==> config.mk <==
export PLATFORM = sky130hd
export DESIGN_NAME = pipe_hazard_ctrl
export DESIGN_NICKNAME = d
export VERILOG_FILES = /design/src/rtl/pipe_mips32_pkg.sv /design/src/rtl/pipe_decode.sv /design/src/rtl/pipe_hazard_ctrl.sv
export SDC_FILE = /design/constraint.sdc
export NUM_CORES = 1
export LEC_CHECK = 0
export ABC_AREA = 1
export ABC_CLOCK_PERIOD_IN_PS = 10310
export CAP_MARGIN = 20
export CORE_MARGIN = 5
export CORE_UTILIZATION = 56
export DETAILED_ROUTE_END_ITERATION = 7
export DONT_BUFFER_PORTS = 1
export PLACE_DENSITY = 0.76
export SLEW_MARGIN = 40
export SYNTH_ARGS = -nofsm -noshare
export SYNTH_HDL_FRONTEND = slang
export SYNTH_HIERARCHICAL = 1
export SYNTH_SLANG_ARGS = --single-unit
==> constraint.sdc <==
create_clock -name clk1 -period 10.31 [get_ports clk1]
set_input_delay 3.093 -clock clk1 [delete_from_list [all_inputs] [get_ports clk1]]
set_output_delay 3.093 -clock clk1 [all_outputs]
set_load 0.01 [all_outputs]
==> src/rtl/pipe_mips32_pkg.sv <==
// Shared opcode map, decode/FSM enums and scoreboard slot type for the
// MIPS32 pipeline interlock controller.
package pipe_mips32_pkg;

  localparam logic [5:0] OP_ADD   = 6'b000000;
  localparam logic [5:0] OP_SUB   = 6'b000001;
  localparam logic [5:0] OP_AND   = 6'b000010;
  localparam logic [5:0] OP_OR    = 6'b000011;
  localparam logic [5:0] OP_SLT   = 6'b000100;
  localparam logic [5:0] OP_MUL   = 6'b000101;
  localparam logic [5:0] OP_LW    = 6'b001000;
  localparam logic [5:0] OP_SW    = 6'b001001;
  localparam logic [5:0] OP_ADDI  = 6'b001010;
  localparam logic [5:0] OP_SUBI  = 6'b001011;
  localparam logic [5:0] OP_SLTI  = 6'b001100;
  localparam logic [5:0] OP_BNEQZ = 6'b001101;
  localparam logic [5:0] OP_BEQZ  = 6'b001110;
  localparam logic [5:0] OP_HLT   = 6'b111111;

  typedef enum logic [2:0] {
    RR_ALU,
    RM_ALU,
    LOAD,
    STORE,
    BRANCH,
    HALT
  } instr_type_e;

  typedef enum logic [1:0] {
    RUN,
    DRAIN,
    HALTED
  } state_e;

  typedef struct packed {
    logic [4:0] dst;
    logic       v;
    logic       br;
  } sb_slot_t;

  // Anything outside the known opcode map is treated as a halt.
  function automatic instr_type_e op_type(input logic [5:0] op);
    instr_type_e t;
    case (op)
      OP_ADD, OP_SUB, OP_AND, OP_OR, OP_SLT, OP_MUL: t = RR_ALU;
      OP_ADDI, OP_SUBI, OP_SLTI:                     t = RM_ALU;
      OP_LW:                                         t = LOAD;
      OP_SW:                                         t = STORE;
      OP_BEQZ, OP_BNEQZ:                             t = BRANCH;
      OP_HLT:                                        t = HALT;
      default:                                       t = HALT;
    endcase
    return t;
  endfunction

  function automatic logic slot_hit(input sb_slot_t s, input logic [4:0] src,
                                    input logic used);
    return used && s.v && (s.dst == src);
  endfunction

endpackage

==> src/rtl/pipe_decode.sv <==
// Combinational ID-stage decode: instruction class, source registers actually
// read, and the architectural destination (never r0).
module pipe_decode
  import pipe_mips32_pkg::*;
(
  input  logic [31:0]  i_ir,
  output instr_type_e  o_type,
  output logic [4:0]   o_src1,
  output logic         o_src1_used,
  output logic [4:0]   o_src2,
  output logic         o_src2_used,
  output logic [4:0]   o_dst,
  output logic         o_dst_v
);

  logic w_unused_ir;
  assign w_unused_ir = ^i_ir[10:0];

  always_comb begin
    o_type      = op_type(i_ir[31:26]);
    o_src1      = i_ir[25:21];
    o_src2      = i_ir[20:16];
    o_src1_used = (o_type != HALT) && (o_src1 != 5'd0);
    o_src2_used = ((o_type == RR_ALU) || (o_type == STORE)) && (o_src2 != 5'd0);
    o_dst       = 5'd0;
    case (o_type)
      RR_ALU:       o_dst = i_ir[15:11];
      RM_ALU, LOAD: o_dst = i_ir[20:16];
      default:      o_dst = 5'd0;
    endcase
    o_dst_v     = (o_dst != 5'd0);
  end

endmodule

==> src/rtl/pipe_hazard_ctrl.sv <==
// Interlock/sequencing controller: RAW stall via a 3-slot destination
// scoreboard, taken-branch squash, HLT drain and a saturating stall counter.
module pipe_hazard_ctrl
  import pipe_mips32_pkg::*;
#(
  parameter int WB_BYPASS = 1,
  parameter int CNT_W     = 16
) (
  input  logic             clk1,
  input  logic             rst_n,
  input  logic             id_valid,
  input  logic [31:0]      id_ir,
  input  logic             br_resolve,
  input  logic             br_taken,
  output logic             issue,
  output logic             stall_if,
  output logic             stall_id,
  output logic             bubble_ex,
  output logic             flush,
  output logic             halted,
  output logic [CNT_W-1:0] stall_cnt
);

  localparam logic [CNT_W-1:0] CNT_ONE = CNT_W'(1);

  instr_type_e      w_type;
  logic [4:0]       w_src1, w_src2, w_dst;
  logic             w_src1_used, w_src2_used, w_dst_v;
  state_e           r_state, w_state_nxt;
  sb_slot_t         r_ex, r_mem, r_wb, w_ex_nxt;
  logic             w_hit, w_hz, w_br_req, w_drain_done;
  logic [CNT_W-1:0] r_stall_cnt;
  logic             w_unused_wb;

  pipe_decode u_decode (
    .i_ir        (id_ir),
    .o_type      (w_type),
    .o_src1      (w_src1),
    .o_src1_used (w_src1_used),
    .o_src2      (w_src2),
    .o_src2_used (w_src2_used),
    .o_dst       (w_dst),
    .o_dst_v     (w_dst_v)
  );

  assign w_unused_wb = r_wb.br;

  always_comb begin
    w_hit = slot_hit(r_ex,  w_src1, w_src1_used) || slot_hit(r_ex,  w_src2, w_src2_used) ||
            slot_hit(r_mem, w_src1, w_src1_used) || slot_hit(r_mem, w_src2, w_src2_used);
    if (WB_BYPASS == 0)
      w_hit = w_hit || slot_hit(r_wb, w_src1, w_src1_used) ||
              slot_hit(r_wb, w_src2, w_src2_used);
  end

  assign w_hz     = id_valid && (r_state == RUN) && w_hit;
  assign w_br_req = br_resolve && br_taken;
  // The WB entry retires this edge, so draining only waits on EX/MEM and
  // halted rises together with an empty scoreboard.
  assign w_drain_done = !r_ex.v && !r_mem.v && !r_ex.br && !r_mem.br;

  always_comb begin
    issue       = 1'b0;
    stall_if    = 1'b0;
    stall_id    = 1'b0;
    bubble_ex   = 1'b0;
    flush       = 1'b0;
    halted      = 1'b0;
    w_state_nxt = r_state;
    case (r_state)
      RUN: begin
        flush     = w_br_req;
        issue     = id_valid && !w_hz && !w_br_req;
        stall_if  = w_hz && !w_br_req;
        stall_id  = w_hz && !w_br_req;
        bubble_ex = w_hz || w_br_req;
        if (issue && (w_type == HALT))
          w_state_nxt = DRAIN;
      end
      DRAIN: begin
        flush     = w_br_req;
        stall_if  = !w_br_req;
        stall_id  = !w_br_req;
        bubble_ex = 1'b1;
        if (w_br_req)
          w_state_nxt = RUN;
        else if (w_drain_done)
          w_state_nxt = HALTED;
      end
      HALTED: begin
        halted   = 1'b1;
        stall_if = 1'b1;
        stall_id = 1'b1;
      end
      default: w_state_nxt = RUN;
    endcase
  end

  always_comb begin
    w_ex_nxt = '0;
    if (issue) begin
      w_ex_nxt.dst = w_dst;
      w_ex_nxt.v   = w_dst_v;
      w_ex_nxt.br  = (w_type == BRANCH);
    end
  end

  always_ff @(posedge clk1 or negedge rst_n) begin
    if (!rst_n) begin
      r_state     <= RUN;
      r_ex        <= '0;
      r_mem       <= '0;
      r_wb        <= '0;
      r_stall_cnt <= '0;
    end else begin
      r_state <= w_state_nxt;
      r_ex    <= w_ex_nxt;
      r_mem   <= r_ex;
      r_wb    <= r_mem;
      if (stall_if && (r_stall_cnt != '1))
        r_stall_cnt <= r_stall_cnt + CNT_ONE;
    end
  end

  assign stall_cnt = r_stall_cnt;

endmodule
* After elaboration in Yosys (flattened, before gate mapping) *
Memory sizes are Yosys's and may differ from the RTL's.
Cells that the tools add are included.

storage, ports and cells
  register bits = 32
  ROM bits = 192
  bits of input ports = 37
  output and inout port bits = 22
  word-level logic and storage cells = 77
  memories kept = 1

memory list
  memory           words  width  rd ports  clocked after memory_dff  write ports  RTL line               RTL
  (no name shown)  64     3      1         0                         0            pipe_mips32_pkg.sv:44  case (op)

operators by class
  add/subtract/negate cells = 1
  equal/unequal tests = 15
  muxes and demuxes = 11
  bitwise logic cells = 1
  reductions and logical operators = 40

operators by type and width
  cell                   number
  $logic_and 1x1->1      21
  $eq 5x5->1             4
  $add 16x1->16 const B  1
  $ne 16x16->1 const B   1
  $reduce_bool 5->1      3
  $pmux 5 s2             1
  $mux 7                 1
  $eq 3x2->1 const B     2
  $eq 3x3->1 const B     2
  $logic_not 1->1        6
  $mux 2                 3
  $ne 3x3->1 const B     2
  $pmux 2 s3             1
  $logic_or 1x1->1       5
  $reduce_or 2->1        2
  $eq 3x1->1 const B     1
  $logic_not 3->1        1
  $mux 1                 3
  $pmux 1 s3             1
  $reduce_and 3->1       1
  $eq 2x1->1 const B     1
  $eq 2x2->1 const B     1
  $logic_not 2->1        1
  $ne 2x1->1 const B     1
  other kinds (2)        2

* Depth between registers and ports, before layout *
An unclocked memory read counts as a cell.

  depth after elaboration = 16
  gate-level depth with buffers = 22
  mapped depth without buffers = 21

* By module *
Netlist, hierarchy kept.

modules (own cells, without submodules)
  module            instances  cells each  area an instance (um^2)  sequential area each (um^2)
  pipe_hazard_ctrl  1          282         1959.4                   800.8
  pipe_decode       1          62          372.9                    0.0

* Worst setup path before layout *
No wires, ideal clock.

  path kind = input -> output
  start = in id_ir[27]
  end = out stall_if
  arrival = 5039 ps
  required time = 7217 ps
  path slack = 2178 ps
  stages on the path = 20
  buffers on the path = 2
  cell sequence = inv_1 > ha_1 > nand2_1 > nand3_1 > nand2_2 > nand2_2 > nand2_4 > a211oi_1 > nand2_1 > inv_1 > nand2_1 > nor2_1 > nand3_1 > nand2_1 > inv_1 > nand2_1 > nand3_1 > nand2_2 > buf_4 > buf_4

between the ends
  word-level cells in the longest chain between the ends = 12
  elaborated cells between the ends (all ways) = 21
  classes of those cells = eq/ne (2); mux (1); reduce/logical (17); memory (1)

ends and longest elaborated chain
  item                                                  RTL line                RTL
  from (decl)                                           pipe_hazard_ctrl.sv:12  input logic [31:0] id_ir,
  $mem_v2 64x3 (*)                                      --
  named net w_type[0]                                   pipe_hazard_ctrl.sv:26  instr_type_e w_type;
  $eq 3x2->1 / $logic_not 3->1 (equally long branches)  pipe_decode.sv:24       o_src2_used = ((o_type == RR_ALU) || (o_type == STORE)) && (o_src2 != 5'd0);
  $logic_or 1x1->1 (*)                                  pipe_decode.sv:24
  $logic_and 1x1->1 (*)                                 pipe_decode.sv:24
  named net w_src2_used                                 pipe_hazard_ctrl.sv:28  logic w_src1_used, w_src2_used, w_dst_v;
  $logic_and 1x1->1 (2 in series)                       pipe_mips32_pkg.sv:58   return used && s.v && (s.dst == src);
  $logic_or 1x1->1 (2 in series)                        pipe_hazard_ctrl.sv:49  w_hit = slot_hit(r_ex, w_src1, w_src1_used) || slot_hit(r_ex, w_src2, w_src2_used) ||
  $logic_or 1x1->1 (*)                                  pipe_hazard_ctrl.sv:50  slot_hit(r_mem, w_src1, w_src1_used) || slot_hit(r_mem, w_src2, w_src2_used);
  $logic_and 1x1->1 (*)                                 pipe_hazard_ctrl.sv:56  assign w_hz = id_valid && (r_state == RUN) && w_hit;
  $logic_and 1x1->1 (*)                                 --
  $pmux 1 s3 (*)                                        --
  to (decl)                                             pipe_hazard_ctrl.sv:16  output logic stall_if,

The timed path passes the listed nets; every way through them passes the cells marked *.

* Final worst setup path *
  start = in id_ir[27]
  end = out stall_id

between the ends
  word-level cells in the longest chain between the ends = 12
  elaborated cells between the ends (all ways) = 21
  classes of those cells = eq/ne (2); mux (1); reduce/logical (17); memory (1)

ends and longest elaborated chain
  item                                                  RTL line                RTL
  $mem_v2 64x3 (*)                                      --
  named net w_type[2]                                   pipe_hazard_ctrl.sv:26
  $eq 3x2->1 / $logic_not 3->1 (equally long branches)  pipe_decode.sv:24
  $logic_or 1x1->1 (*)                                  pipe_decode.sv:24
  $logic_and 1x1->1 (*)                                 pipe_decode.sv:24
  named net w_src2_used                                 pipe_hazard_ctrl.sv:28
  $logic_and 1x1->1 (2 in series)                       pipe_mips32_pkg.sv:58
  $logic_or 1x1->1 (2 in series)                        pipe_hazard_ctrl.sv:49
  $logic_or 1x1->1 (*)                                  pipe_hazard_ctrl.sv:50
  $logic_and 1x1->1 (*)                                 pipe_hazard_ctrl.sv:56
  $logic_and 1x1->1 (*)                                 pipe_hazard_ctrl.sv:75  stall_id = w_hz && !w_br_req;
  $pmux 1 s3 (*)                                        pipe_hazard_ctrl.sv:70  case (r_state)
  to (decl)                                             pipe_hazard_ctrl.sv:17  output logic stall_id,

Marked as above.

==> results <==
- The run finished with clean final reports.
- The kind of end point of the critical path is a primary output.
- In the finished design, the share of the clock period the worst path needs comes to 81.6%.
- The largest buffer count on any clock path is 2.
- The root buffer cell is clkbuf_8.
- Wires add up to 4620 um.
- At the later pin of the worst-skew pair, clock insertion delay measures 0.28 ns.
- The total core area is 4030 um2.
- The worst setup path is launched from an input port.
- For this run, the leading register cell type out of synthesis is dfrtp_1.
- The top fanout value on the critical path is 20.
- The antenna violation net count after detailed routing is 0.
- The instance area at placement is 2280 um2.
- The quantity of I/O buffers inserted on ports is 0.
- The first-pass detailed-route iteration total is 4.
- The number of buffers created by CTS is 5.
- The hold-fix buffer count after cts is 0.
- In this run, synthesis inferred 0 flip-flops with an integrated enable.
- The utilization after layout is 58.8%.
- After synthesis, flip-flops and latches occupy 34.3% of the total area.
- The count of yosys warnings during synthesis is 6.
- For this design the static power due to leakage is 1.29 nW.
- The critical path ends at stall_id.
- The routed wirelength normalized by instance count is 11.9 um.
- The number of antenna diodes in the final layout is 0.
- For this block, the via count after detailed routing is 1897.
- The first global-routing pass estimated 7960 um of wire.
- For the finished layout, the period the worst path requires is 8.41 ns.
- The register bit total from synthesis is 32.
- The logic depth of the worst register-to-register path is 9.
- Dividing the synthesized area by the synthesized cell count gives 6.78 um2.
- Counting every instance in the synthesized netlist gives 344.
- The fraction of layout instances using a drive strength above 1 is 9.79%.
- In this run the most critical hold path is launched from r_ex[2].
- The post-CTS resize count is 0.
- For the pin with the worst max-slew slack, the measured transition is 0.474 ns.
- The worst pin sits at a relative slew slack of 68.3%.
- The routability congestion estimate from global placement is 0.889.
- The initial antenna violation count is 0.
- Across all register-to-register paths, the minimum setup slack is 8.27 ns.
- In the routed layout, each cell is associated on average with a via count of 4.90.
- The number of nets handed over by synthesis was 383.
- The worst hold slack across all endpoints is 0.378 ns.
- The highest clock frequency the design can meet is 119 MHz.
- Setup violations remaining at the end of the flow were counted as 0.
- After detailed routing, the number of remaining DRC violations is 0.
- The fraction of registers with async set/reset is 100%.
- The CTS tree is built.
- The area enclosed by the die boundary is 5560 um2.
- Max-cap violations in this run came to 0.
- The library cell used most frequently in the layout, excluding fill and tap cells, is nand2_1.
- The aggregate global-route resource usage is 18.6%.
- The worst setup path is of the in2out kind.
- Clock skew on the completed layout was measured at 0.00775 ns.
- The first routing iteration left 102 violations.
- From left edge to right edge, the die measures 74.5 um.
- The height of the die is 74.5 um.
- The row count is 23.
- The CTS sink count is 32.
- Entering global routing, the biggest net connects 33 pins.
- The number of global-route vias before repair is 1854.
- Setup total negative slack on the finished layout was measured at 0 ns.
- The worst hold path belongs to the class reg2reg.
- The total power per unit cell area is 103 nW/um2.
- The final global-route overflow total is 0.
- In this run, distinct cell masters in the synthesized netlist total 33.
- The worst register-to-register path ends at stall_cnt[9].
- The post-layout instance area is 2370 um2.
- After detailed placement, the design holds a cell count of 379.
- Once the floorplan was initialized, standard cells occupied 57.9% of the core.
- Setup repair after global routing left no endpoint under its margin.
- The net count of the finished layout is 375.
- The count of pins over their slew limit is 0.
- The post-CTS clock slew at the launch and capture registers of the worst setup and hold paths is 0.07 ns.
- The area growth from synthesis to layout is 1.50%.
- For the worst setup path, the data arrival time is 5.31 ns.
- The hold violation total from the final report was 0.
- The top cell types in the final layout, fill and taps aside, are 121 x nand2_1, 49 x inv_1, 34 x nor2_1.
- The post-CTS setup-driven buffer insertion count is 0.
- 59 I/O pins were placed.
- The worst voltage drop across the vdd grid is 72.7 uV.
- The data required time of the worst path is 7.22 ns.
- The startpoint identified for the worst register-to-register timing path is stall_cnt[0].
- The H-tree depth is 2.
- In this run the worst setup path begins at id_ir[27].
- The number of non-filler instances in the completed layout is 387.
- The combined area of all synthesized cells is 2330 um2.
- Once detailed placement completed, the half-perimeter wirelength came to 3540 um.
[logic make-up (layout without fill, tap and decap cells)]
group,after synthesis,in the layout,share of synthesized area (%)
buffers and inverters,70,63,13.9
AO/OA/AOI/OAI,9,9,2.84
XOR/XNOR,14,14,5.26
AND/OR/NAND/NOR,217,217,42.6
flip-flops,32,32,34.3
adder cells (fa/ha/maj),2,2,1.07
[critical path: stages]
cell	delay, ns
inv_1	0.05
ha_1	0.16
nor2_1	0.05
nand2_1	0.07
and2_1	0.32
inv_1	0.14
a211oi_1	0.32
nand2_1	0.09
inv_1	0.06
nand2_1	0.05
nor2_1	0.12
nand3_1	0.08
nand2_1	0.06
inv_1	0.04
nand2_1	0.13
nand3_1	0.11
nand2_2	0.38
[worst min-delay path by stage]
stage | to | depth (start not counted) | slack (ns)
after global routing | r_mem[2] | 0 | 0.40
after detailed placement | r_mem[0] | 0 | 0.38
final | r_mem[2] | 0 | 0.38
after global placement | r_mem[0] | 0 | 0.37
after CTS | r_mem[2] | 0 | 0.38
after floorplan | r_mem[2] | 0 | 0.35
[area by class of cell]
cell class                 instances  area [um2]
clock buffer                       8        90.1
fill                             408        1660
inverter                          55         206
tap                               50        62.6
multi-input combinational        242        1210
sequential                        32         801
[routing by layer]
layer / GRT usage [%] / vias to the layer above / share of wire [%]
met4: 5.34 / 0 / 0.95
met3: 5.41 / 6 / 6.9
met5: 0 / - / 0
li1: - / 1022 / -
met1: 25.7 / 830 / 48
met2: 28.5 / 39 / 44
[cells in the mapped netlist, types with 2 or more instances]
cell type  count  share of area, %
nand2_4        3               1.4
nor2_4         2              0.97
nand4_1        3              0.80
o21ai_0        2              0.43
nand3_2        3               1.3
nor2_1        34               5.5
buf_6          2              0.97
nor3_1         5               1.1
nor2_2         2              0.54
xor2_1        13               4.9
buf_4         12               3.9
inv_2          6              0.97
inv_1         49               7.9
dfrtp_1       32                34
nand2_2        7               1.9
nand2_1      121                19
nand3_1       29               6.2
ha_1           2               1.1
a21oi_1        3              0.64
[sequential cells by signal, indices dropped and copies added, names as in the netlist]
signal and count:
stall_cnt 16, r_ex 7, r_mem 7, r_state 2
[metrics by stage]
stage	setup WS, ns	total power [W]
floorplan	2.18	0.000149
global placement	1.97	0.000147
detailed placement	1.94	0.000147
CTS	1.93	0.000246
global route	1.64	0.000256
finish	1.90	0.000244
[where the power goes]
part | switching [W] | leakage (nW) | internal (W) | total, W
clock | 0.0000447 | 0.0455 | 0.0000544 | 0.0000991
sequential | 0 | 0.428 | 0.000126 | 0.000126
combinational | 0.0000122 | 0.812 | 0.00000723 | 0.0000194
(Power assumes the default switching activity.)
